### config.mk
export PLATFORM = sky130hd
export DESIGN_NAME = gpio_cmd_decoder
export DESIGN_NICKNAME = d
export VERILOG_FILES = /design/src/rtl/gpio_cmd_pkg.sv /design/src/rtl/gpio_cmd_chan_regs.sv /design/src/rtl/gpio_cmd_decoder.sv
export SDC_FILE = /design/constraint.sdc
export NUM_CORES = 1
export LEC_CHECK = 0
export CORE_MARGIN = 3
export CORE_UTILIZATION = 38
export DETAILED_ROUTE_END_ITERATION = 10
export PLACE_DENSITY_LB_ADDON = 0.2
export RECOVER_POWER = 25
export SYNTH_ARGS = -nofsm -noshare
export SYNTH_HDL_FRONTEND = slang
export SYNTH_SLANG_ARGS = --single-unit
### constraint.sdc
create_clock -name dst_clk -period 2 [get_ports dst_clk]
set_input_delay 0.2 -clock dst_clk [delete_from_list [all_inputs] [get_ports dst_clk]]
set_output_delay 0.2 -clock dst_clk [all_outputs]
set_load 0.02 [all_outputs]
### src/rtl/gpio_cmd_pkg.sv
// Shared command-word constants for the GPIO command decoder.
// The same opcodes and field positions also feed the bridge-side software driver header.
package gpio_cmd_pkg;

    localparam logic [3:0] OP_NOP     = 4'd0;
    localparam logic [3:0] OP_FREQ_LO = 4'd1;
    localparam logic [3:0] OP_FREQ_HI = 4'd2;
    localparam logic [3:0] OP_AMP     = 4'd3;
    localparam logic [3:0] OP_COMMIT  = 4'd4;
    localparam logic [3:0] OP_CLEAR   = 4'd5;

    localparam int unsigned OP_MSB   = 31;
    localparam int unsigned OP_LSB   = 28;
    localparam int unsigned CH_MSB   = 27;
    localparam int unsigned CH_LSB   = 24;
    localparam int unsigned DATA_MSB = 15;
    localparam int unsigned DATA_LSB = 0;

    typedef enum logic {
        ST_IDLE    = 1'b0,
        ST_WAIT_HI = 1'b1
    } state_e;

endpackage

### src/rtl/gpio_cmd_chan_regs.sv
// One waveform channel: staged and active frequency/amplitude plus dirty flags.
// COMMIT moves only the dirty staged values to the active side.
module gpio_cmd_chan_regs
    import gpio_cmd_pkg::*;
#(
    parameter int unsigned AMP_W = 16
) (
    input  logic             dst_clk,
    input  logic             dst_rst_n,
    input  logic             freq_we,
    input  logic [31:0]      freq_wdata,
    input  logic             amp_we,
    input  logic [AMP_W-1:0] amp_wdata,
    input  logic             commit,
    input  logic             clear,
    output logic [31:0]      freq_active,
    output logic [AMP_W-1:0] amp_active,
    output logic             dirty
);

    logic [31:0]      freq_stage_q, freq_stage_d;
    logic [31:0]      freq_active_q, freq_active_d;
    logic             freq_dirty_q, freq_dirty_d;
    logic [AMP_W-1:0] amp_stage_q, amp_stage_d;
    logic [AMP_W-1:0] amp_active_q, amp_active_d;
    logic             amp_dirty_q, amp_dirty_d;

    always_comb begin
        freq_stage_d  = freq_stage_q;
        freq_active_d = freq_active_q;
        freq_dirty_d  = freq_dirty_q;
        amp_stage_d   = amp_stage_q;
        amp_active_d  = amp_active_q;
        amp_dirty_d   = amp_dirty_q;
        if (freq_we) begin
            freq_stage_d = freq_wdata;
            freq_dirty_d = 1'b1;
        end
        if (amp_we) begin
            amp_stage_d = amp_wdata;
            amp_dirty_d = 1'b1;
        end
        if (commit) begin
            if (freq_dirty_q) freq_active_d = freq_stage_q;
            if (amp_dirty_q)  amp_active_d  = amp_stage_q;
            freq_dirty_d = 1'b0;
            amp_dirty_d  = 1'b0;
        end
        if (clear) begin
            freq_dirty_d = 1'b0;
            amp_dirty_d  = 1'b0;
        end
    end

    always_ff @(posedge dst_clk or negedge dst_rst_n) begin
        if (!dst_rst_n) begin
            freq_stage_q  <= '0;
            freq_active_q <= '0;
            freq_dirty_q  <= 1'b0;
            amp_stage_q   <= '0;
            amp_active_q  <= '0;
            amp_dirty_q   <= 1'b0;
        end else begin
            freq_stage_q  <= freq_stage_d;
            freq_active_q <= freq_active_d;
            freq_dirty_q  <= freq_dirty_d;
            amp_stage_q   <= amp_stage_d;
            amp_active_q  <= amp_active_d;
            amp_dirty_q   <= amp_dirty_d;
        end
    end

    assign freq_active = freq_active_q;
    assign amp_active  = amp_active_q;
    assign dirty       = freq_dirty_q | amp_dirty_q;

endmodule

### src/rtl/gpio_cmd_decoder.sv
// Decodes bridge command words into per-channel staged registers with atomic COMMIT,
// a LO/HI frequency pairing sequencer and a saturating error counter.
module gpio_cmd_decoder
    import gpio_cmd_pkg::*;
#(
    parameter int unsigned N_CH  = 4,
    parameter int unsigned AMP_W = 16
) (
    input  logic                    dst_clk,
    input  logic                    dst_rst_n,
    input  logic                    gpio_wen,
    input  logic [31:0]             gpio_wdata,
    output logic [N_CH*32-1:0]      freq_active,
    output logic [N_CH*AMP_W-1:0]   amp_active,
    output logic                    commit_pulse,
    output logic [N_CH-1:0]         commit_mask,
    output logic                    err_pulse,
    output logic [15:0]             err_count,
    output logic                    busy
);

    logic [3:0]  op;
    logic [3:0]  ch;
    logic [15:0] data;
    logic        ch_ok;
    logic        unused_fields;

    assign op            = gpio_wdata[OP_MSB:OP_LSB];
    assign ch            = gpio_wdata[CH_MSB:CH_LSB];
    assign data          = gpio_wdata[DATA_MSB:DATA_LSB];
    assign ch_ok         = (32'(ch) < N_CH);
    assign unused_fields = ^gpio_wdata[23:16];

    state_e          state_q, state_d;
    logic [15:0]     lo_hold_q, lo_hold_d;
    logic [3:0]      lo_ch_q, lo_ch_d;
    logic            commit_pulse_q, commit_pulse_d;
    logic [N_CH-1:0] commit_mask_q, commit_mask_d;
    logic            err_pulse_q, err_pulse_d;
    logic [15:0]     err_count_q, err_count_d;

    logic [N_CH-1:0] ch_sel;
    logic [N_CH-1:0] freq_we;
    logic [N_CH-1:0] amp_we;
    logic [N_CH-1:0] dirty;
    logic            do_commit;
    logic            do_clear;
    logic            do_freq;
    logic            do_amp;
    logic            err;

    always_comb begin
        ch_sel = '0;
        for (int unsigned i = 0; i < N_CH; i++) begin
            ch_sel[i] = (32'(ch) == i);
        end
    end

    always_comb begin
        state_d   = state_q;
        lo_hold_d = lo_hold_q;
        lo_ch_d   = lo_ch_q;
        do_commit = 1'b0;
        do_clear  = 1'b0;
        do_freq   = 1'b0;
        do_amp    = 1'b0;
        err       = 1'b0;
        if (gpio_wen) begin
            case (op)
                OP_NOP: ;
                OP_FREQ_LO: begin
                    if (!ch_ok) begin
                        err = 1'b1;
                    end else begin
                        // A fresh LO while one is pending aborts the old pair but is itself kept.
                        err       = (state_q == ST_WAIT_HI);
                        lo_hold_d = data;
                        lo_ch_d   = ch;
                        state_d   = ST_WAIT_HI;
                    end
                end
                OP_FREQ_HI: begin
                    if (!ch_ok) begin
                        err = 1'b1;
                    end else if (state_q == ST_WAIT_HI && ch == lo_ch_q) begin
                        do_freq = 1'b1;
                        state_d = ST_IDLE;
                    end else begin
                        err     = 1'b1;
                        state_d = ST_IDLE;
                    end
                end
                OP_AMP: begin
                    if (!ch_ok) err = 1'b1;
                    else        do_amp = 1'b1;
                end
                OP_COMMIT: begin
                    do_commit = 1'b1;
                    if (state_q == ST_WAIT_HI) begin
                        err     = 1'b1;
                        state_d = ST_IDLE;
                    end
                end
                OP_CLEAR: begin
                    do_clear = 1'b1;
                    state_d  = ST_IDLE;
                end
                default: err = 1'b1;
            endcase
        end
    end

    always_comb begin
        freq_we        = do_freq ? ch_sel : '0;
        amp_we         = do_amp ? ch_sel : '0;
        commit_pulse_d = do_commit;
        commit_mask_d  = do_commit ? dirty : '0;
        err_pulse_d    = err;
        err_count_d    = (err && err_count_q != 16'hFFFF) ? err_count_q + 16'd1 : err_count_q;
    end

    always_ff @(posedge dst_clk or negedge dst_rst_n) begin
        if (!dst_rst_n) begin
            state_q        <= ST_IDLE;
            lo_hold_q      <= '0;
            lo_ch_q        <= '0;
            commit_pulse_q <= 1'b0;
            commit_mask_q  <= '0;
            err_pulse_q    <= 1'b0;
            err_count_q    <= '0;
        end else begin
            state_q        <= state_d;
            lo_hold_q      <= lo_hold_d;
            lo_ch_q        <= lo_ch_d;
            commit_pulse_q <= commit_pulse_d;
            commit_mask_q  <= commit_mask_d;
            err_pulse_q    <= err_pulse_d;
            err_count_q    <= err_count_d;
        end
    end

    for (genvar g = 0; g < N_CH; g++) begin : g_ch
        gpio_cmd_chan_regs #(
            .AMP_W(AMP_W)
        ) u_chan (
            .dst_clk     (dst_clk),
            .dst_rst_n   (dst_rst_n),
            .freq_we     (freq_we[g]),
            .freq_wdata  ({data, lo_hold_q}),
            .amp_we      (amp_we[g]),
            .amp_wdata   (data[AMP_W-1:0]),
            .commit      (do_commit),
            .clear       (do_clear),
            .freq_active (freq_active[g*32 +: 32]),
            .amp_active  (amp_active[g*AMP_W +: AMP_W]),
            .dirty       (dirty[g])
        );
    end

    assign commit_pulse = commit_pulse_q;
    assign commit_mask  = commit_mask_q;
    assign err_pulse    = err_pulse_q;
    assign err_count    = err_count_q;
    assign busy         = (state_q == ST_WAIT_HI);

endmodule

## Word level (Yosys, flattened, before mapping)

Cells that the tools add are included.

- $add $sub $neg: 1
- $mul: 0
- Divide/modulo/power cells: 0
- Order comparisons: 1
- Equal/unequal tests: 12
- Shift-type cells: 0
- Multiplexer cells: 48
- Bitwise gates (word level): 4
- Reduce and logical (&&, ||, !) cells: 25

Operator list:

| operator | number |
|---|---|
| 2-to-1 mux 1 bit | 43 |
| nonzero test 3 bit | 9 |
| adder 16 x 1 -> 16 bit (second input constant) | 1 |
| equality test 4 x 2 -> 1 bit (second input constant) | 4 |
| inequality test 16 bit (second input constant) | 1 |
| AND reduction 2 bit | 8 |
| 2-to-1 mux 4 bit | 3 |
| equality test 4 x 1 -> 1 bit (second input constant) | 2 |
| equality test 4 x 3 -> 1 bit (second input constant) | 2 |
| zero test 4 bit | 2 |
| case mux 1 bit (5 select lines) | 1 |
| equality test 4 bit | 1 |
| < comparator 4 x 3 -> 1 bit (second input constant) | 1 |
| inequality test 2 bit (second input constant) | 2 |
| OR 1 bit | 4 |
| AND reduction 4 bit | 1 |
| OR reduction 2 bit | 2 |
| case mux 1 bit (3 select lines) | 1 |
| AND reduction 3 bit | 1 |
| logical AND 1 bit | 2 |

- Register bits: 435
- Bits in latches: 0
- RAM bits: 0
- Memory bits (read-only): 0
- Input port bits: 35
- Logic and storage cells: 122
- Memories kept: 0

## Logic depth before layout (Yosys ltp)

- Depth in word-level cells: 10
- Gate-level depth with buffers: 8
- Gate-level depth less buffers: 6

## Modules after synthesis

Synthesis repeated with hierarchy kept, for this count alone.

- Cells, all modules: 1,013
- Area, all modules: 16,582.2 µm²

By module, submodules not included:

| module | times used | cells each | area an instance (µm²) | sequential area each (µm²) |
|---|---|---|---|---|
| gpio_cmd_chan_regs | 4 | 211 | 3,626.0 | 2,452.4 |
| gpio_cmd_decoder | 1 | 169 | 2,078.2 | 1,076.0 |

## Worst setup path before layout

Ideal clock, no wire load.

- Path kind: flip-flop to flip-flop
- From: register state_q (netlist: busy)
- To: register g_ch[0].u_chan.freq_stage_q[16]
- Setup time: 0.125 ns
- Arrival: 1.733 ns
- Required time: 1.875 ns
- Slack: 0.142 ns
- Stages on the path, launching flop included: 7
- Clock period less this slack: 1.858 ns
- Cell sequence: dfrtp_1 -> nand4_1 -> nor3_1 -> and2_1 -> buf_2 -> buf_4 -> mux2_2

- Cells in the longest elaborated chain, start to end: 6

Ends and longest elaborated chain:

| element | RTL line | text |
|---|---|---|
| start: declaration | gpio_cmd_decoder.sv:34 | `state_e state_q, state_d;` |
| start signal: assignment | gpio_cmd_decoder.sv:132 | `state_q <= state_d;` |
| logical AND 1 bit | gpio_cmd_decoder.sv:85 | `end else if (state_q == ST_WAIT_HI && ch == lo_ch_q) begin` |
| 2-to-1 mux 1 bit | gpio_cmd_decoder.sv:85 |  |
| 2-to-1 mux 1 bit | gpio_cmd_decoder.sv:83 | `if (!ch_ok) begin` |
| 2-to-1 mux 1 bit | gpio_cmd_decoder.sv:69 | `case (op)` |
| 2-to-1 mux 1 bit | gpio_cmd_decoder.sv:68 | `if (gpio_wen) begin` |
| 2-to-1 mux 4 bit | gpio_cmd_decoder.sv:114 | `freq_we = do_freq ? ch_sel : '0;` |
| end signal: assignment | gpio_cmd_chan_regs.sv:64 | `freq_stage_q <= freq_stage_d;` |
| end: declaration | gpio_cmd_chan_regs.sv:21 | `logic [31:0] freq_stage_q, freq_stage_d;` |

No other way between the ends.
A chain may end at the register's enable or synchronous reset.

## Worst setup path in the final report

- From: input port gpio_wdata[30]
- To: register g_ch[2].u_chan.freq_stage_q[12]

- Cells in the longest elaborated chain, start to end: 4

Ends and longest elaborated chain:

| element | RTL line | text |
|---|---|---|
| start: declaration | gpio_cmd_decoder.sv:12 | `input logic [31:0] gpio_wdata,` |
| equality test 4 x 2 -> 1 bit | gpio_cmd_decoder.sv:69 |  |
| 2-to-1 mux 1 bit | gpio_cmd_decoder.sv:69 |  |
| 2-to-1 mux 1 bit | gpio_cmd_decoder.sv:68 |  |
| 2-to-1 mux 4 bit | gpio_cmd_decoder.sv:114 |  |
| end signal: assignment | gpio_cmd_chan_regs.sv:64 |  |
| end: declaration | gpio_cmd_chan_regs.sv:21 |  |

No other way between the ends.

==> results_dict.tcl <==
set metrics [dict create \
    status "finished, violations left" \
    failed_checks "max-capacitance violations, max-slew violations" \
    synthesis.instances 1001 \
    yosys-top-cells-area "sky130_fd_sc_hd__dfrtp_1, sky130_fd_sc_hd__mux2_2, sky130_fd_sc_hd__buf_2, sky130_fd_sc_hd__xor2_1, sky130_fd_sc_hd__mux2_1" \
    path_max_fanout 7 \
    async_set_or_reset_flop_fraction_in_the_synthesized_netlist_pct 100 \
    max_incr_delay_on_cp_ps 440 \
    report.power.total_mw 18.9 \
    post-dp-hpwl_um 26800 \
    worst_skew_pair.late_latency_ps 570 \
    ys_dominant_reg_cell "sky130_fd_sc_hd__dfrtp_1" \
    seq_area_frac_synth_pct 66.0 \
    iter_0_drt_violations 413 \
    critical_path_required_ps 2450 \
    power.density_cell_area_nw_per_um2 846 \
    initial_antenna_violation_count 0 \
    area_delta_synth_final_pct 35.3 \
    crit_family "buffers and inverters" \
    met1_usage_pct 23.6 \
    place.detailed.instances 1853 \
    number_of_antenna_cells_inserted 0 \
    overall_fraction_of_global_route_tracks_in_use_pct 17.6 \
    dpl_cell_area_um2 20300 \
    r2r_cells 8 \
    die-height_um 214 \
    stdcell_count 1951 \
    pin_count 250 \
    element_type_at_the_critical_path_end "register" \
    avgSynthCellArea_um2 16.5 \
    finalWorstSetupSlack_ps 22.7 \
    worstSetupPathDepth 10 \
    synth_edf_count 0 \
    synth_area_leader_cell "sky130_fd_sc_hd__dfrtp_1" \
    maximum_vdd_drop_v 0.000628 \
    final-setup-viol-count 0 \
    drt-vias-per-instance 4.90 \
    detail-route-antenna-nets 0 \
    dpl_worst_slack_ps -561 \
    critical_path.n_buffers_inverters 5 \
    synth.cell_area_um2 16500 \
    final.setup_skew_ps 9.51 \
    report.final.hold_viol_count 0 \
    globalRoute.busiestLayer "met2" \
    path_clk_slew_ps 60 \
    final_nets 1374 \
    grt_setup_unrepaired "yes" \
    first_global_vias 10200 \
    max-slew-margin-rel_pct -5.40 \
    final.min_clock_period_ps 1980 \
    worstMarginPinSlew_ps 1580 \
    slowest_stage "sky130_fd_sc_hd__clkdlybuf4s50_1" \
    power_leakage_nw 11.0 \
    post-route-util_pct 52.6 \
    fin_area_um2 22300 \
    port_buffers 241 \
    path_cells "clkdlybuf4s50_1 -> nor4b_2 -> buf_4 -> nand3_2 -> nor3_2 -> buf_4 -> and3b_2 -> buf_12 -> clkbuf_16 -> mux2_2" \
    synth.distinct_cells 41 \
    worstSetupStartpointType "input port" \
    cp.arrival_ps 2420 \
    h-tree-depth 2 \
    hold_path_depth 2 \
    finalWirelength_um 41800 \
    num_rows 75 \
    clk_path_buf_depth 3 \
    design.die.area_um2 46000 \
    die_w_um 214 \
    remaining_drc_errors 0 \
    worst_hold_path_type "input port to register" \
    floorplan_core_area_um2 42400 \
    path_class "input port to register" \
    cts_inserted_buffers 47 \
    cts_tree "yes" \
    drt_pass1_iterations 4 \
    tns_ps 0 \
    initial_utilization_pct 38.9 \
    use_met2_pct 28.4 \
    mappedNetlistNets 1037 \
    finalCritPeriodShare_pct 98.9 \
    synth_warnings 0 \
    cp_common_cell "sky130_fd_sc_hd__buf_4" \
    drive_gt1_share_pct 42.3 \
    maxCapViolCount 1 \
    portion_of_synthesized_cell_area_occupied_by_the_leading_cell_type_pct 66.0 \
    grt_use_met3_pct 4.49 \
    clock_sink_count 435 \
    worst_hold_slack_after_final_layout_ps 367 \
    ctsRootBufferMaster "sky130_fd_sc_hd__clkbuf_16" \
    grt_pass1_wl_um 62500 \
    avgRoutedWirePerCell_um 21.4 \
    grt_max_degree 68 \
    route.vias.total 9559 \
    max_clock_freq_mhz 506 \
    synth_seq_cells 435 \
    total_grt_overflow 0 \
    place_congestion 0.736 \
    max_transition_viols_final 45 \
]
[state kept, by name, summed over array words and instances (netlist names), 4 cells and up]
signal and flops:
commit_mask 4, g_ch.u_chan.freq_stage_q 128, g_ch.u_chan.amp_active 64, err_count 16, g_ch.u_chan.freq_active 128, g_ch.u_chan.freq_dirty_q 4, lo_ch_q 4, g_ch.u_chan.amp_stage_q 64
lo_hold_q 16, g_ch.u_chan.amp_dirty_q 4
[cell usage in the layout (no fill, tap or decap), drive strengths merged, types with 5 or more instances in the layout]
cell           synthesis  layout
dfrtp                435     435
clkbuf                 2      84
inv                    3       6
buf                   40      79
nand3                  7       7
clkdlybuf4s50          0     240
and3                   5       5
nor2                   8       8
xor2                  13      13
o21a                   5       5
a21oi                 10      10
xnor2                  6       6
a21boi                 7       7
nand2                 22      22
mux2                 403     403
[cells in the mapped netlist, drive strengths merged (4+ instances only)]
master and count:
nor2 8, mux2 403, and3 5, nand2 22, a21boi 7, a21oi 10, xnor2 6, xor2 13
dfrtp 435, o21ai 4, o21a 5, buf 40, and4 4, nand3 7
[report_power, final]
group,internal [mW],switching (mW)
clock,5.37,3.49
combinational,0.393,0.529
sequential,8.95,0.166
total,14.7,4.18
[worst paths after layout]
path / start / endpoint / slack, ps
min in group asynchronous: dst_rst_n / err_count[3] / 550
max reg2reg: lo_ch_q[1] / g_ch[3].u_chan.freq_stage_q[18] / 50
min: gpio_wdata[24] / lo_ch_q[0] / 370
max in group asynchronous: dst_rst_n / g_ch[0].u_chan.freq_stage_q[0] / 260
max: gpio_wdata[30] / g_ch[2].u_chan.freq_stage_q[12] / 20
min reg2reg: g_ch[0].u_chan.freq_stage_q[6] / g_ch[0].u_chan.freq_active[6] / 490
[metal layers]
| metal | up-vias | share of wire [%] |
|---|---|---|
| li1 | 4249 | - |
| met1 | 5066 | 45 |
| met2 | 185 | 47 |
| met3 | 59 | 5.2 |
| met4 | 0 | 2.2 |
| met5 | - | 0 |
[repair_timing]
item,in CTS,in global routing
resized for setup,1,59
endpoints found under the hold margin,175,0
setup endpoints to repair,2,128
hold buffers,1,0
buffers inserted,0,5
cloned,0,7
pin swaps,0,6
[cell families (layout without fill, tap and decap cells)]
| family | after synthesis | after routing | share of synthesized area [%] |
|---|---|---|---|
| xor+xnor | 19 | 19 | 1.01 |
| fa+ha+maj | 1 | 1 | 0.0758 |
| simple gates | 64 | 64 | 2.39 |
| compound gates | 34 | 34 | 1.43 |
| buf+inv | 45 | 418 | 1.61 |
| flops | 435 | 435 | 66.0 |
| mux | 403 | 403 | 27.5 |
[worst register-to-register path: cells and delay by family (launching register included)]
kind | cells | cell delay (ps)
AND/OR/NAND/NOR | 3 | 490
flip-flops | 1 | 380
multiplexers | 1 | 310
buffers and inverters | 3 | 490
XOR/XNOR | 1 | 160
[layout make-up]
cell class,count,area [um^2]
clock buffer,74,1420
clock inverter,11,166
tap,577,722
fill,3594,20100
multi-input combinational,521,5560
inverter,3,11.3
timing repair buffer,330,3560
sequential,435,10900
No activity file was read; power rests on OpenSTA's default activity.
